--- src/rtl/hamming_decoder_72.sv ---
// 72/64 SECDED decoder: a four-state pipeline (accept, syndrome, correct, present)
// with a valid/ready handshake on both sides and saturating error counters.
module hamming_decoder_72 (
   input  logic        clk,
   input  logic        rst,
   input  logic [71:0] code_in,
   input  logic        in_valid,
   output logic        in_ready,
   output logic [63:0] data_out,
   output logic        out_valid,
   input  logic        out_ready,
   output logic        err_single,
   output logic        err_double,
   output logic [6:0]  syndrome_out,
   output logic [15:0] corr_cnt,
   output logic [15:0] dbl_cnt
);

   localparam int unsigned CodeW = 72;
   localparam int unsigned DataW = 64;
   localparam int unsigned SynW  = 7;
   localparam int unsigned CntW  = 16;

   typedef enum logic [1:0] {
      IDLE = 2'd0,
      CALC = 2'd1,
      FIX  = 2'd2,
      OUT  = 2'd3
   } stateE;

   stateE              state;
   stateE              nextState;

   logic [CodeW-1:0]   codeReg;
   logic [SynW-1:0]    synReg;
   logic               parReg;

   logic [SynW-1:0]    synCalc;
   logic               parCalc;
   logic               flipBit;
   logic               isSingle;
   logic               isDouble;
   logic [DataW-1:0]   dataFixed;
   logic               loadCode;
   logic               loadSyn;
   logic               loadOut;
   logic               incCorr;
   logic               incDbl;

   // State register
   always_ff @(posedge clk) begin
      if (rst) begin
         state <= IDLE;
      end else begin
         state <= nextState;
      end
   end

   // Next-state logic
   always_comb begin
      nextState = state;
      case (state)
         IDLE:    if (in_valid)  nextState = CALC;
         CALC:                   nextState = FIX;
         FIX:                    nextState = OUT;
         OUT:     if (out_ready) nextState = IDLE;
         default:                nextState = IDLE;
      endcase
   end

   // Syndrome, classification, in-place correction and data extraction
   always_comb begin
      int d;
      synCalc   = '0;
      parCalc   = ^codeReg;
      isSingle  = 1'b0;
      isDouble  = 1'b0;
      flipBit   = 1'b0;
      dataFixed = '0;
      d         = 0;

      for (int p = 1; p < int'(CodeW); p++) begin
         if (codeReg[p]) synCalc = synCalc ^ SynW'(p);
      end

      if (parReg) begin
         if (synReg == '0) begin
            isSingle = 1'b1;
         end else if (synReg < SynW'(CodeW)) begin
            isSingle = 1'b1;
            flipBit  = 1'b1;
         end else begin
            isDouble = 1'b1;
         end
      end else if (synReg != '0) begin
         isDouble = 1'b1;
      end

      // Data occupies every non-power-of-two position, flipped where the syndrome points
      for (int p = 1; p < int'(CodeW); p++) begin
         if ((p & (p - 1)) != 0) begin
            dataFixed[d] = codeReg[p] ^ (flipBit && (synReg == SynW'(p)));
            d++;
         end
      end

      loadCode = (state == IDLE) && in_valid;
      loadSyn  = (state == CALC);
      loadOut  = (state == FIX);
      incCorr  = loadOut && isSingle && (corr_cnt != {CntW{1'b1}});
      incDbl   = loadOut && isDouble && (dbl_cnt  != {CntW{1'b1}});
   end

   // Datapath and registered outputs
   always_ff @(posedge clk) begin
      if (rst) begin
         codeReg      <= '0;
         synReg       <= '0;
         parReg       <= 1'b0;
         in_ready     <= 1'b1;
         out_valid    <= 1'b0;
         data_out     <= '0;
         err_single   <= 1'b0;
         err_double   <= 1'b0;
         syndrome_out <= '0;
         corr_cnt     <= '0;
         dbl_cnt      <= '0;
      end else begin
         in_ready  <= (nextState == IDLE);
         out_valid <= (nextState == OUT);
         if (loadCode) codeReg <= code_in;
         if (loadSyn) begin
            synReg <= synCalc;
            parReg <= parCalc;
         end
         if (loadOut) begin
            data_out     <= dataFixed;
            err_single   <= isSingle;
            err_double   <= isDouble;
            syndrome_out <= synReg;
         end
         if (incCorr) corr_cnt <= corr_cnt + CntW'(1);
         if (incDbl)  dbl_cnt  <= dbl_cnt + CntW'(1);
      end
   end

endmodule
--- config.mk ---
export PLATFORM = sky130hd
export DESIGN_NAME = hamming_decoder_72
export DESIGN_NICKNAME = d
export VERILOG_FILES = /design/src/rtl/hamming_decoder_72.sv
export SDC_FILE = /design/constraint.sdc
export NUM_CORES = 1
export LEC_CHECK = 0
export ABC_AREA = 1
export BUFFER_PORTS_ARGS = -buffer_cell sky130_fd_sc_hd__buf_2
export CORE_ASPECT_RATIO = 1.25
export CORE_MARGIN = 2
export CORE_UTILIZATION = 35
export CTS_CLUSTER_DIAMETER = 40
export DETAILED_ROUTE_END_ITERATION = 10
export PLACE_DENSITY_LB_ADDON = 0.08
export SLEW_MARGIN = 20
export SYNTH_ARGS = -nofsm -noshare
export SYNTH_HDL_FRONTEND = slang
export SYNTH_SLANG_ARGS = --single-unit
--- constraint.sdc ---
create_clock -name clk -period 1.53 [get_ports clk]
set_input_delay 0 -clock clk [delete_from_list [all_inputs] [get_ports clk]]
set_output_delay 0 -clock clk [all_outputs]
set_load 0.02 [all_outputs]
; Word level (Yosys, flattened, before mapping)
; Index checks and enable logic that the tools add are counted.
[totals]
regBits = 189
input_bits = 76
output_inout_bits = 107
[op_classes]
n_addsub = 2
order_cmp = 1
eq_ne = 70
muxes = 83
n_bitwise = 134
n_reduce_logical = 74
[op_table]
columns = cell, n
row1 = "7-bit by 6-bit == test with 1-bit output, second input constant", 31
row2 = 6-bit 2-to-1 mux, 32
row3 = "7-bit by 5-bit == test with 1-bit output, second input constant", 15
row4 = 5-bit 2-to-1 mux, 16
row5 = 72-bit XOR reduction, 1
row6 = 1-bit logical AND, 69
row7 = 3-bit inverter, 23
row8 = 4-bit inverter, 16
row9 = 1-bit bitwise XOR, 64
row10 = 7-bit 2-to-1 mux, 8
row11 = "7-bit by 4-bit == test with 1-bit output, second input constant", 7
row12 = "7-bit == test, second input constant", 7
row13 = 2-bit inverter, 18
row14 = "16-bit by 1-bit adder with 16-bit output, second input constant", 2
row15 = 4-bit 2-to-1 mux, 8
row16 = "16-bit inequality test, second input constant", 2
row17 = 5-bit inverter, 6
row18 = "7-bit by 3-bit == test with 1-bit output, second input constant", 3
row19 = 3-bit 2-to-1 mux, 4
row20 = 1-bit 2-to-1 mux, 10
row21 = 2-bit 2-to-1 mux, 4
row22 = 2-bit one-hot mux with 4 select lines, 1
row23 = "7-bit by 2-bit == test with 1-bit output, second input constant", 1
row24 = 7-bit logical NOT, 1
row25 = 7 further kinds, 15

; Logic depth before layout (Yosys ltp)
[logic_depth]
depth_word = 135
mapped_depth = 18
depth_no_buf = 18

; Worst setup path before layout
; OpenSTA, ideal clock, no wires.
[synth_timing]
path_type = register to register
start = reg corr_cnt[0]
end = reg corr_cnt[13]
setup_ps = 113
t_arrival_ps = 1687
required_time_ps = 1417
setup_slack_ps = -270
path_stages_with_launch = 14
path_cell_list = dfxtp_1 > ha_1 > nand3_1 > nor2_1 > nand3_1 > nand3_4 > nor2_4 > nand2_2 > nor2_4 > nand3_2 > nor2_4 > nand2_1 > o21ai_1 > nor2_1
[synth_via]
elab_chain_cells = 2
elab_cells_between_ends = 3
classes_between = add/sub (1) / eq/ne (1) / reduce/logical (1)
[synth_lines]
columns = element, line_no
row1 = start: declaration, 15  ; output logic [15:0] corr_cnt,
row2 = start signal: assignment, 142  ; if (incCorr) corr_cnt <= corr_cnt + CntW'(1);
row3 = branches (longest 2 deep; another with 16-bit by 1-bit adder with 16-bit output), --
; Parallel ways; which one is timed is not known.
; A chain may end at the register's enable or synchronous reset.

; Worst setup path after layout
[layout_timing]
start = reg synReg[4]
end = reg data_out[17]
[layout_via]
elab_chain_cells = 6
elab_cells_between_ends = 8
classes_between = order compare (1) / eq/ne (1) / mux (3) / bitwise (1) / reduce/logical (2)
[layout_lines]
columns = element, line_no
row1 = start: declaration, 35  ; logic [SynW-1:0] synReg;
row2 = start signal: assignment, 133  ; synReg <= synCalc;
row3 = 7-bit < comparator, 89  ; end else if (synReg < SynW'(CodeW)) begin
row4 = 1-bit 2-to-1 mux, 89
row5 = 1-bit 2-to-1 mux, 87  ; if (synReg == '0) begin
row6 = 1-bit 2-to-1 mux, 86  ; if (parReg) begin
row7 = 1-bit logical AND *, 102  ; dataFixed[d] = codeReg[p] ^ (flipBit && (synReg == SynW'(p)));
row8 = 1-bit bitwise XOR *, 102
row9 = end signal: assignment, 137  ; data_out <= dataFixed;
row10 = end: declaration, 9  ; output logic [63:0] data_out,
; Every way passes the cells marked *; elsewhere a longest branch is shown, timed or not.

==> reports/qor.txt <==
DR WL met2: 19500 um
CTS sink cnt: 189
n_diodes: 0
largest net degree at the start of global routing: 65
Mapped Area: 0.0103 mm^2
max_slew headroom: 69.7%
Final Max Slew Viols: 0
CP Cell Sequence: nor2_4 -> nand2_2 -> a21oi_4 -> nand2_2 -> inv_6 -> nand2_1 -> buf_4 -> o21ai_0 -> nand3_1 -> o211ai_1 -> inv_1
Peak supply drop: 785 uV
CP endpoint: data_out[17]
Final ANT Viol Nets: 0
worst-path maximum fanout: 13
met3 WL: 1400 um
worst skew pair latency: 0.45 ns
setup ws final: -0.266 ns
FMAX: 0.557 GHz
Rows: 70
global-route wire length before repair: 59100 um
CTS tree: done
GR Util All Layers: 24.9%
metal1 wirelength: 16900 um
PortBufs: 182
run status: complete, but fails checks
Mapped Cells: 1504
vias per std cell: 4.76
GPL Wtd Cong: 0.921
Ports: 183
DRC violations left: 0
Crit Reg-Reg Endpoint: data_out[17]
Leak Pwr: 0.00795 uW
endpoints failing hold: 0
CTS max path bufs: 2
Crit Reg-Reg Startpoint: synReg[4]
drt pass-1 iters: 5
Initial Util: 35.3%
worst endpoint required time: 1.87 ns
Synth Register Bits: 189
CP startpoint: synReg[4]
most used cell, CP: nand2_2
post-DP HPWL: 28600 um
Worst-path clk slew: 0.09 ns
Iteration-0 DRC Markers: 561
Arrival @ worst endpoint: 2.13 ns
Final setup viols: 96
max-cap viol count: 0
H-tree Lvls: 4
routed len/inst: 15.9 um
crit-path leading delay family: simple AND/OR/NAND/NOR gates
number of global-route vias before repair: 11.3k
chip height: 195 um
CTS root buffer: clkbuf_16
worst hold path class: in -> reg
Worst path max stage delay: 0.34 ns
Die X: 157 um
setup TNS: -13.17 ns
synth unique cells: 42
yosys warns: 0
Seq/Total Area, Yosys: 36.9%
fill count: 2804
die area: 0.0307 mm^2
skew final: 0.0186 ns
Pwr Density: 1150 mW/mm^2
Slowest cell on crit path: dfxtp_2
CP Launch Type: flop
TritonCTS Buffers: 17
critical path endpoint category: flop
grt ovf: 0
worst slack, placed: -0.445 ns
sequential standard cell area: 0.00396 mm^2
fin cells: 2455
Detailed Route WL: 39100 um
uppermost layer routed: met4
Avg Cell Area, Syn: 6.82 um^2
R2R cell count: 11
CP Buf/Inv Count: 3
RSZ-0062 raised after global routing: yes
total number of vias: 11.7k
Total Nets Final: 2124
multi-input logic area: 0.00645 mm^2
failing checks: setup timing
Worst path depth: 11
initial antenna violation count: 0
Syn Nets: 1582
period utilization: 117%
fraction of layout cells with a size suffix above 1: 44.0%
placed cells: 2320
Placeable Area: 0.0291 mm^2
Worst-Margin Slew: 0.455 ns
layout overhead on the synthesized area: 63.5%
worst reg2reg setup slack: -0.27 ns
Tmin final: 1.80 ns
Setup CP Type: reg -> reg
==> metal layers <==
metal  track usage (%)  vias to the layer above
met5                 0                        -
li1                  -                     5952
met1              31.0                     5389
met4              9.02                        0
met3              3.22                       65
met2              43.9                      271
==> power breakdown <==
part	total (uW)	leakage, uW	internal, uW	switching [uW]
registers	5920	0.00159	5440	478
logic	8710	0.00606	3980	4730
clock network	4730	0.000298	2540	2190
total	19300	0.00795	12000	7400
==> metrics by stage <==
step	power, uW	util, %	hold slack, ns	area [um^2]
after floorplan	9780	-	0.147	10300
after global placement	12600	47.7	0.266	13900
after detailed placement	12600	47.7	0.272	13900
after CTS	18500	55.0	0.0224	16000
after global routing	20400	57.7	0.0695	16800
final	19300	57.7	0.0546	16800
==> worst min-delay path: stages <==
cell and delay, ns:
buf_2 0.12, nand3_4 0.16, o21ai_0 0.11, nor2_1 0.09
==> worst min-delay path by stage <==
stage | start | cells past startpoint | end | slack (ns)
2_1_floorplan | rst | 2 | corr_cnt[7] | 0.15
3_3_place_gp | code_in[0] | 3 | codeReg[0] | 0.27
3_5_place_dp | code_in[0] | 3 | codeReg[0] | 0.27
4_1_cts | in_valid | 4 | codeReg[68] | 0.02
5_1_grt | in_valid | 4 | codeReg[68] | 0.07
6_report | in_valid | 4 | codeReg[68] | 0.05
==> cell type report <==
class,count,share of cell area (%)
Multi-Input combinational cell,1022,38.5
Timing Repair Buffer,584,25.9
Sequential cell,189,23.6
Inverter,231,5.38
Tap cell,396,2.96
Clock buffer,21,2.94
Clock inverter,11,0.709
Timing Repair inverter,1,0.0448
==> cells in the final DEF, fill, tap and decap left out, types with 21 or more instances in the layout <==
cell,synthesis,layout
nor2_1,121,91
dfxtp_1,189,104
buf_6,1,25
dfxtp_4,0,27
buf_2,1,182
o21ai_0,163,133
buf_4,0,292
nand2_1,294,214
xor2_1,44,29
xnor2_1,51,21
inv_2,8,42
inv_1,221,177
a21oi_1,106,102
xnor2_2,4,25
nand3_1,99,83
o221ai_1,22,22
o21ai_1,5,35
dfxtp_2,0,58
dlygate4sd3_1,0,74
o211ai_1,29,29
nand2_2,7,74
==> synthesized netlist by cell type (all sizes together) <==
cell	instances	share of area, %
o211ai	29	2.1
nand3	103	5.3
o21ai	168	8.2
xnor2	55	5.0
ha	2	0.24
dfxtp	189	37
nor2	129	5.1
or3	1	0.061
clkbuf	56	2.1
a31o	8	0.68
nand3b	1	0.073
buf	6	0.31
and3	1	0.061
nand2	302	11
o221ai	22	1.9
nor4	5	0.31
nand4	7	0.43
o21a	5	0.38
nor3	22	1.1
inv	231	8.5
xor2	45	3.9
or2	2	0.12
a211oi	2	0.15
a21oi	107	5.3
o31ai	6	0.44
==> flip-flops by register name, indices dropped and copies added (netlist names) <==
name	count
data_out	64
dbl_cnt	16
corr_cnt	16
synReg	7
err_double	1
err_single	1
codeReg	72
parReg	1
out_valid	1
in_ready	1
syndrome_out	7
state	2
==> logic make-up after synthesis <==
kind of cell	count (synthesis)	synth area share (%)
xor gates and xnor gates	100	8.91
buffers and inverters	293	10.9
DFF	189	36.9
AOI/OAI and AO/OA	347	19.2
adders and majority gates	2	0.244
and+or+nand+nor	573	23.9
==> timing repair <==
action / 4_1_cts / 5_1_grt
endpoints found under the hold margin: 87 / 0
pin swaps: 72 / 97
setup endpoints to repair: 101 / 108
cloned: 1 / 0
buffers inserted: 15 / 17
hold buffers: 74 / 0
resized for setup: 214 / 191
Power figures use the tool's default switching activity.
